==> src/rtl/vend_pkg.sv <==
// Shared types and constants for the vending checkout stage.
// State encodings, coin select codes and coin face values.
package vend_pkg;

    typedef enum logic [1:0] {
        ST_IDLE    = 2'd0,
        ST_COLLECT = 2'd1,
        ST_DONE    = 2'd2,
        ST_REFUND  = 2'd3
    } state_e;

    typedef enum logic [1:0] {
        CS_1  = 2'b00,
        CS_5  = 2'b01,
        CS_10 = 2'b10,
        CS_20 = 2'b11
    } coin_e;

    localparam logic [7:0] COIN_1  = 8'd1;
    localparam logic [7:0] COIN_5  = 8'd5;
    localparam logic [7:0] COIN_10 = 8'd10;
    localparam logic [7:0] COIN_20 = 8'd20;
    localparam logic [7:0] AMT_MAX = 8'd255;

endpackage

==> src/rtl/coin_value_decode.sv <==
// Combinational map from coin select code to face value.
module coin_value_decode
    import vend_pkg::*;
(
    input  logic [1:0] coin_sel,
    output logic [7:0] value
);

    always_comb begin
        value = COIN_1;
        unique case (coin_e'(coin_sel))
            CS_1:  value = COIN_1;
            CS_5:  value = COIN_5;
            CS_10: value = COIN_10;
            CS_20: value = COIN_20;
        endcase
    end

endmodule

==> src/rtl/vend_payment.sv <==
// Checkout stage: latch amount due, collect coins, then dispense
// with change or refund on cancel / coin-free timeout.
module vend_payment
    import vend_pkg::*;
#(
    parameter int AMT_W   = 8,
    parameter int TIMEOUT = 255
) (
    input  logic             clk,
    input  logic             rst,
    input  logic             start,
    input  logic [AMT_W-1:0] price_in,
    input  logic             coin_valid,
    input  logic [1:0]       coin_sel,
    input  logic             cancel,
    output logic [AMT_W-1:0] due,
    output logic [AMT_W-1:0] paid,
    output logic [AMT_W-1:0] change,
    output logic             dispense,
    output logic             refund,
    output logic             busy,
    output logic [1:0]       state_o
);

    localparam int TW = $clog2(TIMEOUT);

    state_e           state, state_nx;
    logic [AMT_W-1:0] due_nx, paid_nx, change_nx;
    logic [AMT_W-1:0] coin_amt, paid_sum;
    logic [AMT_W:0]   sum;
    logic [TW-1:0]    timer, timer_nx;
    logic             disp_nx, ref_nx;
    logic [7:0]       coin_val;

    coin_value_decode u_dec (
        .coin_sel (coin_sel),
        .value    (coin_val)
    );

    assign coin_amt = AMT_W'(coin_val);
    assign sum      = {1'b0, paid} + {1'b0, coin_amt};

    // Saturate the running total at the all-ones amount
    always_comb begin
        paid_sum = paid;
        if (coin_valid)
            paid_sum = sum[AMT_W] ? '1 : sum[AMT_W-1:0];
    end

    always_comb begin
        state_nx  = state;
        due_nx    = due;
        paid_nx   = paid;
        change_nx = change;
        timer_nx  = timer;
        disp_nx   = 1'b0;
        ref_nx    = 1'b0;
        unique case (state)
            ST_IDLE: begin
                if (start && price_in != '0) begin
                    due_nx    = price_in;
                    paid_nx   = '0;
                    change_nx = '0;
                    timer_nx  = '0;
                    state_nx  = ST_COLLECT;
                end
            end
            ST_COLLECT: begin
                timer_nx = coin_valid ? '0 : timer + TW'(1);
                if (cancel) begin
                    paid_nx   = paid_sum;
                    change_nx = paid_sum;
                    ref_nx    = 1'b1;
                    state_nx  = ST_REFUND;
                end else if (paid_sum >= due) begin
                    paid_nx   = paid_sum;
                    change_nx = paid_sum - due;
                    disp_nx   = 1'b1;
                    state_nx  = ST_DONE;
                end else if (!coin_valid && timer == TW'(TIMEOUT - 1)) begin
                    change_nx = paid;
                    ref_nx    = 1'b1;
                    state_nx  = ST_REFUND;
                end else begin
                    paid_nx = paid_sum;
                end
            end
            ST_DONE:   state_nx = ST_IDLE;
            ST_REFUND: state_nx = ST_IDLE;
            default:   state_nx = ST_IDLE;
        endcase
    end

    always_ff @(posedge clk) begin
        if (!rst) begin
            state    <= ST_IDLE;
            due      <= '0;
            paid     <= '0;
            change   <= '0;
            timer    <= '0;
            dispense <= 1'b0;
            refund   <= 1'b0;
        end else begin
            state    <= state_nx;
            due      <= due_nx;
            paid     <= paid_nx;
            change   <= change_nx;
            timer    <= timer_nx;
            dispense <= disp_nx;
            refund   <= ref_nx;
        end
    end

    assign busy    = (state != ST_IDLE);
    assign state_o = state;

endmodule

==> config.mk <==
export PLATFORM = sky130hd
export DESIGN_NAME = vend_payment
export DESIGN_NICKNAME = d
export VERILOG_FILES = /design/src/rtl/vend_pkg.sv /design/src/rtl/coin_value_decode.sv /design/src/rtl/vend_payment.sv
export SDC_FILE = /design/constraint.sdc
export NUM_CORES = 1
export LEC_CHECK = 0
export CORE_MARGIN = 5
export CORE_UTILIZATION = 54
export CTS_BUF_LIST = sky130_fd_sc_hd__clkbuf_8
export CTS_CLUSTER_DIAMETER = 40
export DETAILED_ROUTE_END_ITERATION = 8
export PLACE_DENSITY = 0.82
export SYNTH_ARGS = -nofsm -noshare
export SYNTH_HDL_FRONTEND = slang
export SYNTH_SLANG_ARGS = --single-unit
==> constraint.sdc <==
create_clock -name clk -period 4.4 [get_ports clk]
set_input_delay 0.44 -clock clk [delete_from_list [all_inputs] [get_ports clk]]
set_output_delay 0.44 -clock clk [all_outputs]
set_load 0.02 [all_outputs]
### Word-level counts from Yosys, hierarchy flattened

Cells that the tools add are included.
W data, S select, Z words.

| word-level totals | value |
|---|---|
| output and inout port bits | 29 |
| word-level logic and storage cells | 62 |
| flip-flop bits (word level) | 36 |

| cells by class | value |
|---|---|
| add/subtract/negate cells | 3 |
| multiplexer cells | 23 |
| magnitude comparators | 1 |
| equal/unequal tests | 10 |
| bitwise operators | 2 |
| reductions and logical operators | 16 |

Operator list:

| operator | count |
|---|---|
| $mux W8 | 10 |
| $pmux W8 S2 | 3 |
| $pmux W8 S4 | 1 |
| $add A8 B8 Y9 | 1 |
| $add A8 B1 Y8 const B | 1 |
| $eq A2 B2 Y1 const B | 4 |
| $eq A8 B8 Y1 const B | 1 |
| $ge A8 B8 Y1 | 1 |
| $mux W2 | 4 |
| $ne A4 B4 Y1 const B | 2 |
| $reduce_and A2 Y1 | 4 |
| $reduce_bool A8 Y1 | 1 |
| $sub A8 B8 Y8 | 1 |
| $pmux W2 S3 | 1 |
| $reduce_and A3 Y1 | 2 |
| $eq A2 B1 Y1 const B | 2 |
| $logic_not A2 Y1 | 2 |
| $mux W1 | 4 |
| $reduce_bool A2 Y1 | 2 |
| $reduce_or A3 Y1 | 1 |
| $logic_and A1 B1 Y1 | 2 |
| $ne A2 B2 Y1 const B | 1 |
| $not A1 Y1 | 2 |
| $reduce_or A2 Y1 | 1 |
| $logic_not A1 Y1 | 1 |

### Longest topological paths before layout

| depth | value |
|---|---|
| word-level depth | 9 |
| mapped depth | 18 |
| gate-level depth less buffers | 17 |

### By module

From an unflattened synthesis, not the netlist that was laid out.

| second synthesis, totals | value |
|---|---|
| cells, all modules | 294 |
| area total of the unflattened synthesis | 2453.6 µm² |

Modules (own cells, without submodules):

| module | cells an instance | area each (µm²) | instances |
|---|---|---|---|
| vend_payment | 285 | 2399.8 | 1 |
| coin_value_decode | 9 | 53.8 | 1 |

### Worst setup path before layout

OpenSTA, ideal clock, no wires.

| path | value |
|---|---|
| path type | input -> register |
| from | in coin_sel[1] |
| to | reg change[4] |
| buffers on the path | 0 |
| required time | 4.283 ns |
| setup slack | 0.774 ns |
| stages on the path | 17 |
| arrival time | 3.509 ns |
| cells stage by stage | inv_1 ha_1 fa_1 a21o_1 a31oi_1 nor2_1 nand2_1 and2_1 ha_1 inv_1 fa_1 nand3_1 and3_4 o21ai_4 mux2_1 mux2_2 a22o_1 |

| between the ends | value |
|---|---|
| longest elaborated chain between the ends | 9 |
| elaborated cells between the ends (all ways) | 15 |
| those cells by class | 2 x add/sub; 1 x order compare; 4 x eq/ne; 6 x mux; 2 x reduce/logical |

RTL lines:

| what | line | text |
|---|---|---|
| from (decl) | vend_payment.sv:14 | `input logic [1:0] coin_sel,` |
| $eq A2 B2 Y1 (tied with other cells) | coin_value_decode.sv:11 | `unique case (coin_e'(coin_sel))` |
| $pmux W8 S4 (*) | coin_value_decode.sv:11 |  |
| $add A8 B8 Y9 (*) | vend_payment.sv:41 | `assign sum = {1'b0, paid} + {1'b0, coin_amt};` |
| $mux W8 (*) | vend_payment.sv:47 | `paid_sum = sum[AMT_W] ? '1 : sum[AMT_W-1:0];` |
| $mux W8 (*) | vend_payment.sv:46 | `if (coin_valid)` |
| $sub A8 B8 Y8 or $ge A8 B8 Y1 (tied branches) | vend_payment.sv:77, vend_payment.sv:75 |  |
| $mux W8 | vend_payment.sv:75 | `end else if (paid_sum >= due) begin` |
| $mux W8 | vend_payment.sv:70 | `if (cancel) begin` |
| $pmux W8 S2 | vend_payment.sv:58 | `unique case (state)` |
| to (signal assigned) | vend_payment.sv:107 | `change <= change_nx;` |
| to (decl) | vend_payment.sv:18 | `output logic [AMT_W-1:0] change,` |

Mark *: on every way between the ends. The rest lies on a longest branch, timed or not. The select of a mux whose other input is x is not followed.
A chain may end at the register's enable or synchronous reset.

### Worst setup path in the final report

Ends and elaborated chain as after synthesis.

==> reports/qor.log <==
qor: outcome.run_status completed
qor: timing.final_hold_viol_count 0
qor: timing.final_period_minus_worst_setup_slack 4.08 ns
qor: pwr.total_leakage_power 1.17 nW
qor: die.io_pins 44
qor: global_routing.grt_max_degree 17
qor: yosys.post_syn_area 2300 sq um
qor: setup_path.arrival 4.27 ns
qor: setup_path.path_cells clkdlybuf4s50_1, inv_1, ha_1, fa_1, a21o_1, a31oi_1, nor2_1, a21oi_1, inv_1, ha_1, nand3_1, and3_4, o21ai_4, mux2_1, mux2_2, a22o_1
qor: yosys.synth-edff-count 0
qor: place.io_buffer_count 43
qor: place.gp_congestion 0.858
qor: setup_path.nature_of_the_critical_path_startpoint primary input
qor: setup_path.crit_path_top_delay_cell clkdlybuf4s50_1
qor: clock_network.cts-htree-levels 2
qor: die.initial_utilization 56.7%
qor: yosys.synth_fp_nets 306
qor: drt.drt-initial-drc-count 248
qor: drt.detail_route.vias_per_cell 5.97
qor: yosys.dominantRegCellSynth dfxtp_1
qor: place.hpwl 4450 um
qor: die.fp.dieH 75.3 um
qor: drt.detail_route.first_pass.iterations 4
qor: yosys.synthTopCellsByArea dfxtp_1, ha_1, mux2i_1, nor2_1, a21oi_1
qor: clock_network.cts_root_buffer clkbuf_8
qor: timing.final-max-slew-violation-count 0
qor: global_routing.global_route.overflow_total 0
qor: clock_network.hold_buffers 0
qor: layout.finish.net_count 355
qor: timing.max_slew_margin 59.8%
qor: timing.fmaxAchievable 245 MHz
qor: setup_path.critPathKind in -> reg
qor: clock_network.cts.sink_count 36
qor: clock_network.clk_transition_reported_paths 0.07 ns
qor: yosys.synth.ff_latch_count 36
qor: global_routing.first_pass_grt_wire_length 9690 um
qor: die.design.core.area 4060 sq um
qor: layout.antennaDiodeCount 0
qor: die.fp.dieArea 5670 sq um
qor: drt.detail_route.drc_violations 0
qor: clock_network.clk_latency 0.29 ns
qor: timing.worstMarginPinSlew 0.597 ns
qor: die.placement_rows 23
qor: yosys.synthCells 274
qor: drt.antenna_left 0
qor: timing.setup_total_negative_slack 0 ns
qor: timing.fin_crit_sh 92.8%
qor: min_path.timing.hold.worst.class reg -> reg
qor: setup_path.crit_end_element flop
qor: layout.post_route_cells_drive_above_1_share 7.12%
qor: setup_path.rrSetupSlack 0.58 ns
qor: layout.n_fill_cell 336
qor: yosys.synth_top_area_share 31.3%
qor: layout.areaGrowthSynthToFinish 26.2%
qor: layout.finish.utilization 71.5%
qor: timing.setup_repair_after_global_routing_missed_its_margin false
qor: clock_network.tritoncts done
qor: timing.report.final.setup_viol 0
qor: setup_path.critPathMaxStageDelay 0.47 ns
qor: drt.routed-via-count 2,225
qor: yosys.synth_area_per_cell 8.40 sq um
qor: yosys.synthDominantAreaCellType dfxtp_1
qor: run.max_cap_violations 0
qor: drt.wl_per_cell 15.7 um
qor: global_routing.grt_pass1_vias 2,100
qor: yosys.seq_area_frac_synth 31.3%
qor: clock_network.clockBufferDepth 2
qor: clock_network.number_of_buffers_added_for_setup_after_cts 0
qor: yosys.async_flop_share 0%
qor: clock_network.ctsResizeCount 0
qor: clock_network.numCtsBuffers 5
qor: drt.drt-total-wl 5840 um
qor: global_routing.antenna_violations_before_repair 0
qor: pwr.power_density 310 nW/um^2
qor: pwr.max-vdd-ir-drop 0.000199 V
qor: die.die_width 75.3 um
qor: yosys.post_synth_num_cell_types 57
qor: setup_path.crit_path_max_fanout 12
qor: global_routing.grt_util_all_layers 22.3%
qor: setup_path.cp_data_required_time 4.59 ns
qor: timing.worst_clock_skew 0.00278 ns
qor: yosys.synthesis.yosys.warnings 0
[state kept, by name (all words and copies together), names as in the netlist]
name,flops
due,8
dispense,1
paid,8
timer,8
refund,1
change,8
state_o,2
[worst max-delay path, delay by kind of cell]
| family | cells | cell delay, ns |
|---|---|---|
| fa+ha+maj | 3 | 0.97 |
| compound gates | 5 | 1.24 |
| buf+inv | 3 | 0.60 |
| simple gates | 3 | 0.40 |
| mux | 2 | 0.61 |
[placed cells by master (no fill, tap or decap), types with 2 or more instances in the layout]
cell type,n
a211oi_1,3
a21o_1,2
a21oi_1,22
a22o_1,9
a311oi_1,3
a31oi_1,3
a32o_1,2
and2_1,4
and3_1,3
buf_4,6
clkbuf_8,7
clkdlybuf4s50_1,43
dfxtp_1,36
fa_1,2
ha_1,15
inv_1,16
mux2i_1,13
nand2_1,17
nand2b_1,3
nand3_1,10
nand3b_1,4
nand4_1,2
nor2_1,32
nor2b_1,3
nor3_1,2
nor4_1,2
o21a_1,7
o21ai_0,15
o2bb2ai_1,2
or3_1,2
or4_1,2
xnor2_1,3
xor2_1,4
[worst paths after layout]
path | start | endpoint | depth (start not counted)
setup / recovery | coin_sel[1] | change[4] | 16
hold / removal | change[5] | change[5] | 1
setup reg to reg | paid[0] | change[4] | 14
hold reg to reg | change[5] | change[5] | 1
[final cells by class]
cell class / count / area [sq um] / area share [%]
multi-input cells: 214 / 1480 / 51.1
flip-flops and latches: 36 / 721 / 24.8
repair buffers: 49 / 475 / 16.4
clock buffers: 7 / 96.3 / 3.32
inverters: 17 / 63.8 / 2.20
well taps: 50 / 62.6 / 2.16
[per-stage QoR]
step / instances / setup slack, ns / area [sq um] / power [mW] / hold WS, ns
detailed placement: 366 / 0.0147 / 2810 / 0.646 / 0.462
CTS: 373 / 0.310 / 2900 / 0.901 / 0.483
global route: 373 / 0.0451 / 2900 / 0.950 / 0.495
finish: 373 / 0.318 / 2900 / 0.901 / 0.479
global placement: 366 / 0.0635 / 2810 / 0.642 / 0.459
floorplan: 274 / 0.774 / 2300 / 0.555 / 0.436
[layer usage]
metal | routed length [um] | part of all wire, % | GRT usage (%) | vias up
met1 | 2690 | 46 | 30.2 | 1035
met4 | 117 | 2.0 | 8.16 | 0
li1 | - | - | - | 1099
met5 | 0 | 0 | 0 | -
met2 | 2630 | 45 | 35.0 | 79
met3 | 407 | 7.0 | 4.54 | 12
[cells in the mapped netlist, drive strengths merged, types with 3 or more instances]
| master | count |
|---|---|
| a311oi | 3 |
| and2 | 4 |
| o21a | 7 |
| clkbuf | 4 |
| nor2 | 33 |
| nand3b | 4 |
| xnor2 | 3 |
| nor2b | 3 |
| dfxtp | 36 |
| xor2 | 4 |
| ha | 15 |
| buf | 3 |
| o21ai | 17 |
| a21oi | 23 |
| nand2 | 17 |
| nand2b | 3 |
| nand3 | 10 |
| a211oi | 3 |
| mux2i | 13 |
| and3 | 4 |
| a22o | 9 |
| inv | 16 |
| nor3 | 3 |
| a31oi | 3 |
[logic make-up after synthesis]
kind of cell | synth area share [%]
and+or+nand+nor | 20.5
adders and majority gates | 9.90
xor gates and xnor gates | 2.66
muxes | 6.63
DFF | 31.3
AOI/OAI and AO/OA | 24.8
buffers and inverters | 4.19
[where the power goes]
group | internal, mW | total, mW | switching, mW
clock network | 0.139 | 0.258 | 0.119
registers | 0.341 | 0.355 | 0.0132
logic | 0.131 | 0.288 | 0.157
Power figures use the tool's default switching activity.
